===== src/rtl/uart_rcv.sv =====
// 8N1 UART receiver with a two-flop RX synchronizer and mid-bit sampling.
// Define UART_RCV_PARITY_EN to add an even-parity bit and the parity_err output.
//
// state  | meaning
// IDLE   | line idle, waiting for a synchronized falling edge
// START  | half-bit wait, then confirm the start bit is still low
// DATA   | sample 8 data bits, LSB first, one per BAUD_DIV cycles
// PARITY | sample the even-parity bit (UART_RCV_PARITY_EN only)
// STOP   | sample the stop bit, publish the byte or flag a framing error
module uart_rcv #(
   parameter int BAUD_DIV = 434
) (
   input  logic       clk,
   input  logic       rst_n,
   input  logic       RX,
   input  logic       clr_rdy,
   output logic [7:0] rx_data,
   output logic       rdy,
`ifdef UART_RCV_PARITY_EN
   output logic       parity_err,
`endif
   output logic       frame_err
);

   localparam int               CNT_W    = $clog2(BAUD_DIV + 1);
   localparam logic [CNT_W-1:0] CNT_HALF = CNT_W'(BAUD_DIV / 2);
   localparam logic [CNT_W-1:0] CNT_FULL = CNT_W'(BAUD_DIV);
   localparam logic [CNT_W-1:0] CNT_ONE  = CNT_W'(1);

   typedef enum logic [2:0] {
      IDLE   = 3'd0,
      START  = 3'd1,
      DATA   = 3'd2,
`ifdef UART_RCV_PARITY_EN
      PARITY = 3'd4,
`endif
      STOP   = 3'd3
   } state_t;

   state_t     state_q, state_d;
   logic       rx_meta_q, rx_sync_q, rx_prev_q;
   logic [CNT_W-1:0] cnt_q, cnt_d;
   logic [3:0] bit_q, bit_d;
   logic [7:0] shift_q, shift_d;
   logic [7:0] rx_data_q, rx_data_d;
   logic       rdy_q, rdy_d;
   logic       ferr_q, ferr_d;
`ifdef UART_RCV_PARITY_EN
   logic       perr_q, perr_d;
`endif
   logic       tick;
   logic       start_det;

   // Synchronizer resets high so reset release never looks like a start bit.
   always_ff @(posedge clk or negedge rst_n) begin
      if (!rst_n) begin
         rx_meta_q <= 1'b1;
         rx_sync_q <= 1'b1;
         rx_prev_q <= 1'b1;
      end else begin
         rx_meta_q <= RX;
         rx_sync_q <= rx_meta_q;
         rx_prev_q <= rx_sync_q;
      end
   end

   assign tick      = (cnt_q == CNT_ONE);
   assign start_det = (state_q == IDLE) && rx_prev_q && !rx_sync_q;

   always_comb begin
      state_d   = state_q;
      cnt_d     = cnt_q;
      bit_d     = bit_q;
      shift_d   = shift_q;
      rx_data_d = rx_data_q;
      rdy_d     = rdy_q;
      ferr_d    = ferr_q;
`ifdef UART_RCV_PARITY_EN
      perr_d    = perr_q;
`endif
      if (cnt_q != '0) begin
         cnt_d = cnt_q - CNT_ONE;
      end
      // Clear first so that a set later in the same cycle takes priority.
      if (clr_rdy) begin
         rdy_d = 1'b0;
      end
      case (state_q)
         IDLE: begin
            if (start_det) begin
               state_d = START;
               cnt_d   = CNT_HALF;
               rdy_d   = 1'b0;
               ferr_d  = 1'b0;
`ifdef UART_RCV_PARITY_EN
               perr_d  = 1'b0;
`endif
            end
         end
         START: begin
            if (tick) begin
               if (!rx_sync_q) begin
                  state_d = DATA;
                  cnt_d   = CNT_FULL;
                  bit_d   = 4'd0;
               end else begin
                  state_d = IDLE;
               end
            end
         end
         DATA: begin
            if (tick) begin
               shift_d = {rx_sync_q, shift_q[7:1]};
               cnt_d   = CNT_FULL;
               if (bit_q == 4'd7) begin
`ifdef UART_RCV_PARITY_EN
                  state_d = PARITY;
`else
                  state_d = STOP;
`endif
               end else begin
                  bit_d = bit_q + 4'd1;
               end
            end
         end
`ifdef UART_RCV_PARITY_EN
         PARITY: begin
            if (tick) begin
               if (rx_sync_q != (^shift_q)) begin
                  perr_d = 1'b1;
               end
               cnt_d   = CNT_FULL;
               state_d = STOP;
            end
         end
`endif
         STOP: begin
            if (tick) begin
               if (rx_sync_q) begin
                  rx_data_d = shift_q;
                  rdy_d     = 1'b1;
               end else begin
                  ferr_d = 1'b1;
               end
               state_d = IDLE;
            end
         end
         default: begin
            state_d = IDLE;
         end
      endcase
   end

   always_ff @(posedge clk or negedge rst_n) begin
      if (!rst_n) begin
         state_q   <= IDLE;
         cnt_q     <= '0;
         bit_q     <= 4'd0;
         shift_q   <= 8'h00;
         rx_data_q <= 8'h00;
         rdy_q     <= 1'b0;
         ferr_q    <= 1'b0;
`ifdef UART_RCV_PARITY_EN
         perr_q    <= 1'b0;
`endif
      end else begin
         state_q   <= state_d;
         cnt_q     <= cnt_d;
         bit_q     <= bit_d;
         shift_q   <= shift_d;
         rx_data_q <= rx_data_d;
         rdy_q     <= rdy_d;
         ferr_q    <= ferr_d;
`ifdef UART_RCV_PARITY_EN
         perr_q    <= perr_d;
`endif
      end
   end

   assign rx_data   = rx_data_q;
   assign rdy       = rdy_q;
   assign frame_err = ferr_q;
`ifdef UART_RCV_PARITY_EN
   assign parity_err = perr_q;
`endif

endmodule


===== config.mk =====
export PLATFORM = sky130hd
export DESIGN_NAME = uart_rcv
export DESIGN_NICKNAME = d
export VERILOG_FILES = /design/src/rtl/uart_rcv.sv
export SDC_FILE = /design/constraint.sdc
export NUM_CORES = 1
export LEC_CHECK = 0
export ABC_AREA = 1
export BUFFER_PORTS_ARGS = -buffer_cell sky130_fd_sc_hd__buf_2
export CAP_MARGIN = 5
export CORE_ASPECT_RATIO = 1.75
export CORE_UTILIZATION = 45
export CTS_CLUSTER_DIAMETER = 60
export DETAILED_ROUTE_END_ITERATION = 6
export HOLD_SLACK_MARGIN = 0.03
export SYNTH_ARGS = -nofsm -noshare
export SYNTH_HDL_FRONTEND = slang
export SYNTH_SLANG_ARGS = --single-unit

===== constraint.sdc =====
create_clock -name clk -period 1.6 [get_ports clk]
set_input_delay 0.24 -clock clk [delete_from_list [all_inputs] [get_ports clk]]
set_output_delay 0.24 -clock clk [all_outputs]
set_load 0.01 [all_outputs]

# Word level (Yosys, flattened, before mapping)
# Cells that the tools add are included.
# W data, S select, Z words.
# totals
ff_bits	37
latchBits	0
ram_bits	0
romBits	0
mem_count	0
# classes
addsub	2
mul	0
div_mod_pow	0
magnitude_cmp	0
eq_ne	13
n_shift	0
mux	27
bitwise_logic	0
n_reduce_logical	12
# ops
op	count
$mux W9	5
$pmux W9 S3	1
$mux W4	4
$ne A2 B2 Y1 const B	8
$mux W3	5
$pmux W3 S4	1
$reduce_and A5 Y1	2
$eq A9 B1 Y1 const B	1
$reduce_bool A9 Y1	1
$sub A9 B1 Y9 const B	1
$pmux W4 S2	1
$mux W1	7
$eq A3 B2 Y1 const B	2
$add A4 B1 Y4 const B	1
$eq A4 B3 Y1 const B	1
$pmux W1 S2	2
$reduce_and A4 Y1	1
$reduce_bool A2 Y1	2
$eq A3 B1 Y1 const B	1
$logic_not A3 Y1	1
$reduce_and A3 Y1	1
$logic_and A1 B1 Y1	2
$mux W2	1
$reduce_and A2 Y1	1
$logic_not A1 Y1	1

# Logic depth before layout (Yosys ltp)
# depth
depth_word	5
mapped_depth	9

# Worst setup path before layout
# Ideal clock, no wire load.
# synth_path
path_type	register to register
startpoint	register state_q[0]
endpoint	register shift_q[5]
setup_ns	0.118
arrival_time_ns	1.423
path_slack_ns	0.058
path_stages_with_launch	10
path_buffers	2
cell_sequence	dfrtp_1 -> inv_1 -> ha_1 -> buf_4 -> inv_2 -> nor2_1 -> nand4_2 -> buf_4 -> nand2_1 -> o21ai_2
# synth_via
elab_chain_len	2
# synth_lines
item	line_no	text
start, declared	40	state_t state_q, state_d;
start signal, assigned	167	state_q <= state_d;
$eq A3 B2 Y1	88	case (state_q)
$reduce_and A2 Y1 (no line)	-	
end signal, assigned	170	shift_q <= shift_d;
end, declared	44	logic [7:0] shift_q, shift_d;
# Every way passes these cells.
# A chain may end at the register's enable or synchronous reset.

# Worst setup path in the final report
# layout_path
startpoint	register state_q[1]
endpoint	register cnt_q[1]
# layout_via
elab_chain_len	5
word_cells_on_any_way	7
classes_between	eq/ne (2); mux (2); reduce/logical (3)
# layout_lines
item	line_no	text
$logic_not A3 Y1	68, 88	
$logic_and A1 B1 Y1 (2 in a row)	68	assign start_det = (state_q == IDLE) && rx_prev_q && !rx_sync_q;
$mux W9	90	if (start_det) begin
$pmux W9 S3 *	88	
net cnt_d[1]	42	logic [CNT_W-1:0] cnt_q, cnt_d;
end signal, assigned	168	cnt_q <= cnt_d;
end, declared	42	
# Mark *: on every way through the listed nets, which the timed path passes. The rest lies on a longest branch.

==> Flow_metrics.wiki <==
{| class="wikitable"
! Metric !! Value
|-
| Run status || complete, but fails checks
|-
| Violated checks || setup timing
|-
| Number of antenna violations at the first check in global routing || 0
|-
| Maximum clock frequency || 623 MHz
|-
| Post-synthesis area per instance || about 8.5 um2
|-
| Post-synth design cell area || between 0.0015 and 0.002 mm2
|-
| Simple logic cell fraction of the synthesized area || 0.265
|-
| Combinational family with the most area after synthesis || simple AND/OR/NAND/NOR gates
|-
| Root buf cell || sky130_fd_sc_hd__clkbuf_8
|-
| Slowest stage cell on the critical path || sky130_fd_sc_hd__dfrtp_1
|-
| Final RePlAce weighted congestion || between 0.8 and 0.9
|-
| Maximum buffer depth of the clock tree || 2
|-
| Height of the chip || 89.7 um
|-
| Worst path arrival time || around 1.8 ns
|-
| Starting Density || 0.472
|-
| Number of enable-type register cells in the synthesized netlist || 0
|-
| Fraction of final layout cells sized beyond drive strength 1 || 0.303
|-
| Leading cell type in the layout, fill and taps excluded || sky130_fd_sc_hd__nand2_1
|-
| Least setup slack across all paths after layout || -0.00493 ns
|-
| Most frequent cells in the layout || 56 x sky130_fd_sc_hd__nand2_1, 31 x sky130_fd_sc_hd__dfrtp_1, 28 x sky130_fd_sc_hd__inv_1, 19 x sky130_fd_sc_hd__nor2_1, 18 x sky130_fd_sc_hd__o21ai_2
|-
| Crit path capture type || register
|-
| Reg2reg setup slack || -0.005 ns
|-
| Clock period minus final worst setup slack || 1.60 ns
|-
| Total number of vias || 1591
|-
| Fraction of the mapped netlist area in adder cells || 0.0443
|-
| Setup total negative slack || -0.00493 ns
|-
| Predominant post-synthesis flop cell || sky130_fd_sc_hd__dfrtp_1
|-
| Via count normalized by instance count || just over 5
|-
| Pin count of the biggest net entering global routing || 20
|-
| CP max stage delay || roughly 0.44 ns
|-
| Slew margin rel. || 0.704
|-
| Number of cells traversed by the worst register-to-register path || 6
|-
| Area of all placed cells without fillers || between 0.002 and 0.0025 mm2
|-
| Number of warnings printed during yosys synthesis || 0
|-
| Number of H-tree levels || 2
|-
| Core Region || between 0.004 and 0.005 mm2
|-
| Insertion delay to the later sink of the worst-skew pair || ~0.29 ns
|-
| Total nets after synthesis || 244
|-
| Peak fanout along the critical path || 5
|-
| Fraction of the cycle the final worst path needs || 1.00
|-
| Synthesis-to-finish area growth || 20.8%
|-
| Beginning of the worst register-to-register path || state_q[1]$_DFFE_PN0P_
|-
| CTS Buf Count || 5
|-
| Vias in the first global route || 1466
|-
| Power per cell area || between 1500 and 2000 mW/mm2
|-
| Drt drc || 0
|-
| Util after Layout || 0.570
|-
| CTS clk-pin slew, worst paths || 0.07 ns
|-
| Startpoint type of the worst setup path || register
|-
| HPWL after detailed placement || around 3200 um
|-
| Post-synthesis sequential element count || 36
|-
| WP buf/inv || 2
|-
| Type of the tightest min-delay check || input pin to register
|-
| Kind of cell adding the most delay to the critical path || flip-flops
|-
| Worst clock skew on the final layout || 0.00453 ns
|-
| Hold path endpoint || rx_meta_q$_DFF_PN1_
|-
| Number of DRC markers in iteration 0 || 53
|-
| Max-cap violation count || 0
|-
| Number of max-slew violations in the final report || 0
|-
| Synthesized netlist cell count || 233
|-
| CTS Sinks || 36
|-
| First-pass GRT wire length || 6670 um
|-
| WL/cell || 13.8 um
|-
| Critical path cell sequence || inv_1, ha_1, a21boi_4, nor4_1, buf_4, o21ai_1
|-
| Io pins || 14
|-
| Area post-placement || around 0.0021 mm2
|-
| Largest vdd supply drop || 1.06 mV
|-
| Post-detailed-routing wire length || between 4000 and 5000 um
|-
| Number of diodes || 0
|-
| Compound-cell area share of the yosys netlist || 0.129
|-
| Final antenna-violating net count || 0
|-
| Number of hold violations in the final report || 0
|-
| GR Util All Layers || 0.203
|-
| Path type of the worst setup path || register to register
|-
| Count of input and output buffers || 13
|-
| Launch point of the worst hold path || RX
|-
| Multiplexer share of the synthesized area || 0
|-
| Worst-case setup slack after placement || ~0.0018 ns
|-
| Cell leakage power || 0.00118 uW
|-
| Transition time of the tightest slew-check pin || 0.444 ns
|-
| Row count || 31
|-
| Share of flip-flops with an asynchronous set or reset after synthesis || 1.00
|-
| Area share of xor/xnor cells in the synthesized design || 0.0266
|-
| Required @ worst endpoint || 1.80 ns
|-
| Overflow left after global routing || 0
|-
| CTS tree || done
|-
| Die width || roughly 52 um
|-
| Setup repair after global routing missed its margin || true
|-
| Full die area || 0.00467 mm2
|-
| Final setup violation count || 1
|-
| Count of nets after finishing || 274
|-
| FF-to-FF End || cnt_q[1]$_DFF_PN0_
|-
| Netlist cell types || 30
|-
| Hold path cells || 1
|-
| DRT Pass-1 Iters || 4
|-
| Part of the Yosys area used for sequential elements || 0.458
|-
| Number of fill cells || 385
|}
kinds of logic after synthesis:
kind of cell    count (synthesis)
buf+inv                        36
compound gates                 35
flops                          36
xor+xnor                        6
simple gates                  113
fa+ha+maj                       7
synth_stat cells, types with 3 or more instances:
cell type | count | area, um2
sky130_fd_sc_hd__xnor2_1 | 3 | 26.3
sky130_fd_sc_hd__nor2_1 | 21 | 78.8
sky130_fd_sc_hd__dfrtp_1 | 33 | 826
sky130_fd_sc_hd__dfstp_2 | 3 | 78.8
sky130_fd_sc_hd__nand4_1 | 6 | 37.5
sky130_fd_sc_hd__o21ai_1 | 8 | 40.0
sky130_fd_sc_hd__nor2_4 | 3 | 33.8
sky130_fd_sc_hd__o21ai_2 | 17 | 149
sky130_fd_sc_hd__ha_1 | 7 | 87.6
sky130_fd_sc_hd__xor2_1 | 3 | 26.3
sky130_fd_sc_hd__nand2_2 | 3 | 18.8
sky130_fd_sc_hd__nand3_1 | 18 | 90.1
sky130_fd_sc_hd__nand2_1 | 57 | 214
sky130_fd_sc_hd__inv_1 | 28 | 105
sky130_fd_sc_hd__inv_2 | 4 | 15.0
layer usage:
layer	vias to the layer above	wire length, um	global-route usage
met1	740	1630	0.208
met3	13	91	0.0320
met5	-	0	0
met2	25	2440	0.389
met4	0	148	0.0885
li1	813	-	-
where the power goes:
group,internal [uW],total [uW],switching [uW]
sequential,1110,1340,230
clock,550,877,327
combinational,754,1870,1120
worst register-to-register path, stage by stage (launching register included):
cell                       delay, ns
sky130_fd_sc_hd__dfrtp_1        0.44
sky130_fd_sc_hd__inv_1          0.14
sky130_fd_sc_hd__ha_1           0.28
sky130_fd_sc_hd__a21boi_4       0.26
sky130_fd_sc_hd__nor4_1         0.07
sky130_fd_sc_hd__buf_4          0.15
sky130_fd_sc_hd__o21ai_1        0.18
through the flow:
| stage | hold slack (ns) | std cells | power (uW) |
|---|---|---|---|
| 2_1_floorplan | -0.0556 | 233 | 2510 |
| 3_3_place_gp | 0.221 | 299 | 2990 |
| 3_5_place_dp | 0.216 | 299 | 3000 |
| 4_1_cts | 0.0438 | 309 | 3930 |
| 5_1_grt | 0.0334 | 313 | 4360 |
| 6_report | 0.0482 | 313 | 4090 |
sequential cells by signal (all words and copies together), names as in the netlist:
signal	count
rx_sync_q	1
bit_q	4
shift_q	8
rx_meta_q	1
frame_err	1
rx_prev_q	1
rdy	1
state_q	2
rx_data	8
cnt_q	9
worst max path at each step:
stage / cells after the start / start / end / slack, ns
final: 6 / state_q[1]$_DFFE_PN0P_ / cnt_q[1]$_DFF_PN0_ / -0.005
after global routing: 6 / state_q[1]$_DFFE_PN0P_ / cnt_q[1]$_DFF_PN0_ / -0.06
after CTS: 7 / state_q[0]$_DFFE_PN0P_ / bit_q[1]$_DFFE_PN0P_ / 0.02
after detailed placement: 7 / state_q[0]$_DFFE_PN0P_ / bit_q[2]$_DFFE_PN0P_ / 0.002
after global placement: 7 / state_q[0]$_DFFE_PN0P_ / bit_q[3]$_DFFE_PN0P_ / 0.02
after floorplan: 9 / state_q[0]$_DFFE_PN0P_ / shift_q[5]$_DFFE_PN0P_ / 0.06
layout make-up:
class | instances | area (um2) | share of cell area
multi-input combinational | 161 | 983 | 0.412
sequential | 36 | 907 | 0.380
timing repair buffer | 27 | 189 | 0.0791
inverter | 32 | 120 | 0.0503
clock buffer | 7 | 96.3 | 0.0404
tap | 49 | 61.3 | 0.0257
clock inverter | 1 | 30.0 | 0.0126
timing repair:
action,CTS,global route
buffers inserted,1,4
hold buffers,1,0
endpoints found under the hold margin,16,0
setup endpoints to repair,7,31
gates resized for setup,3,14
pin swaps,0,3
(Power assumes the default switching activity.)
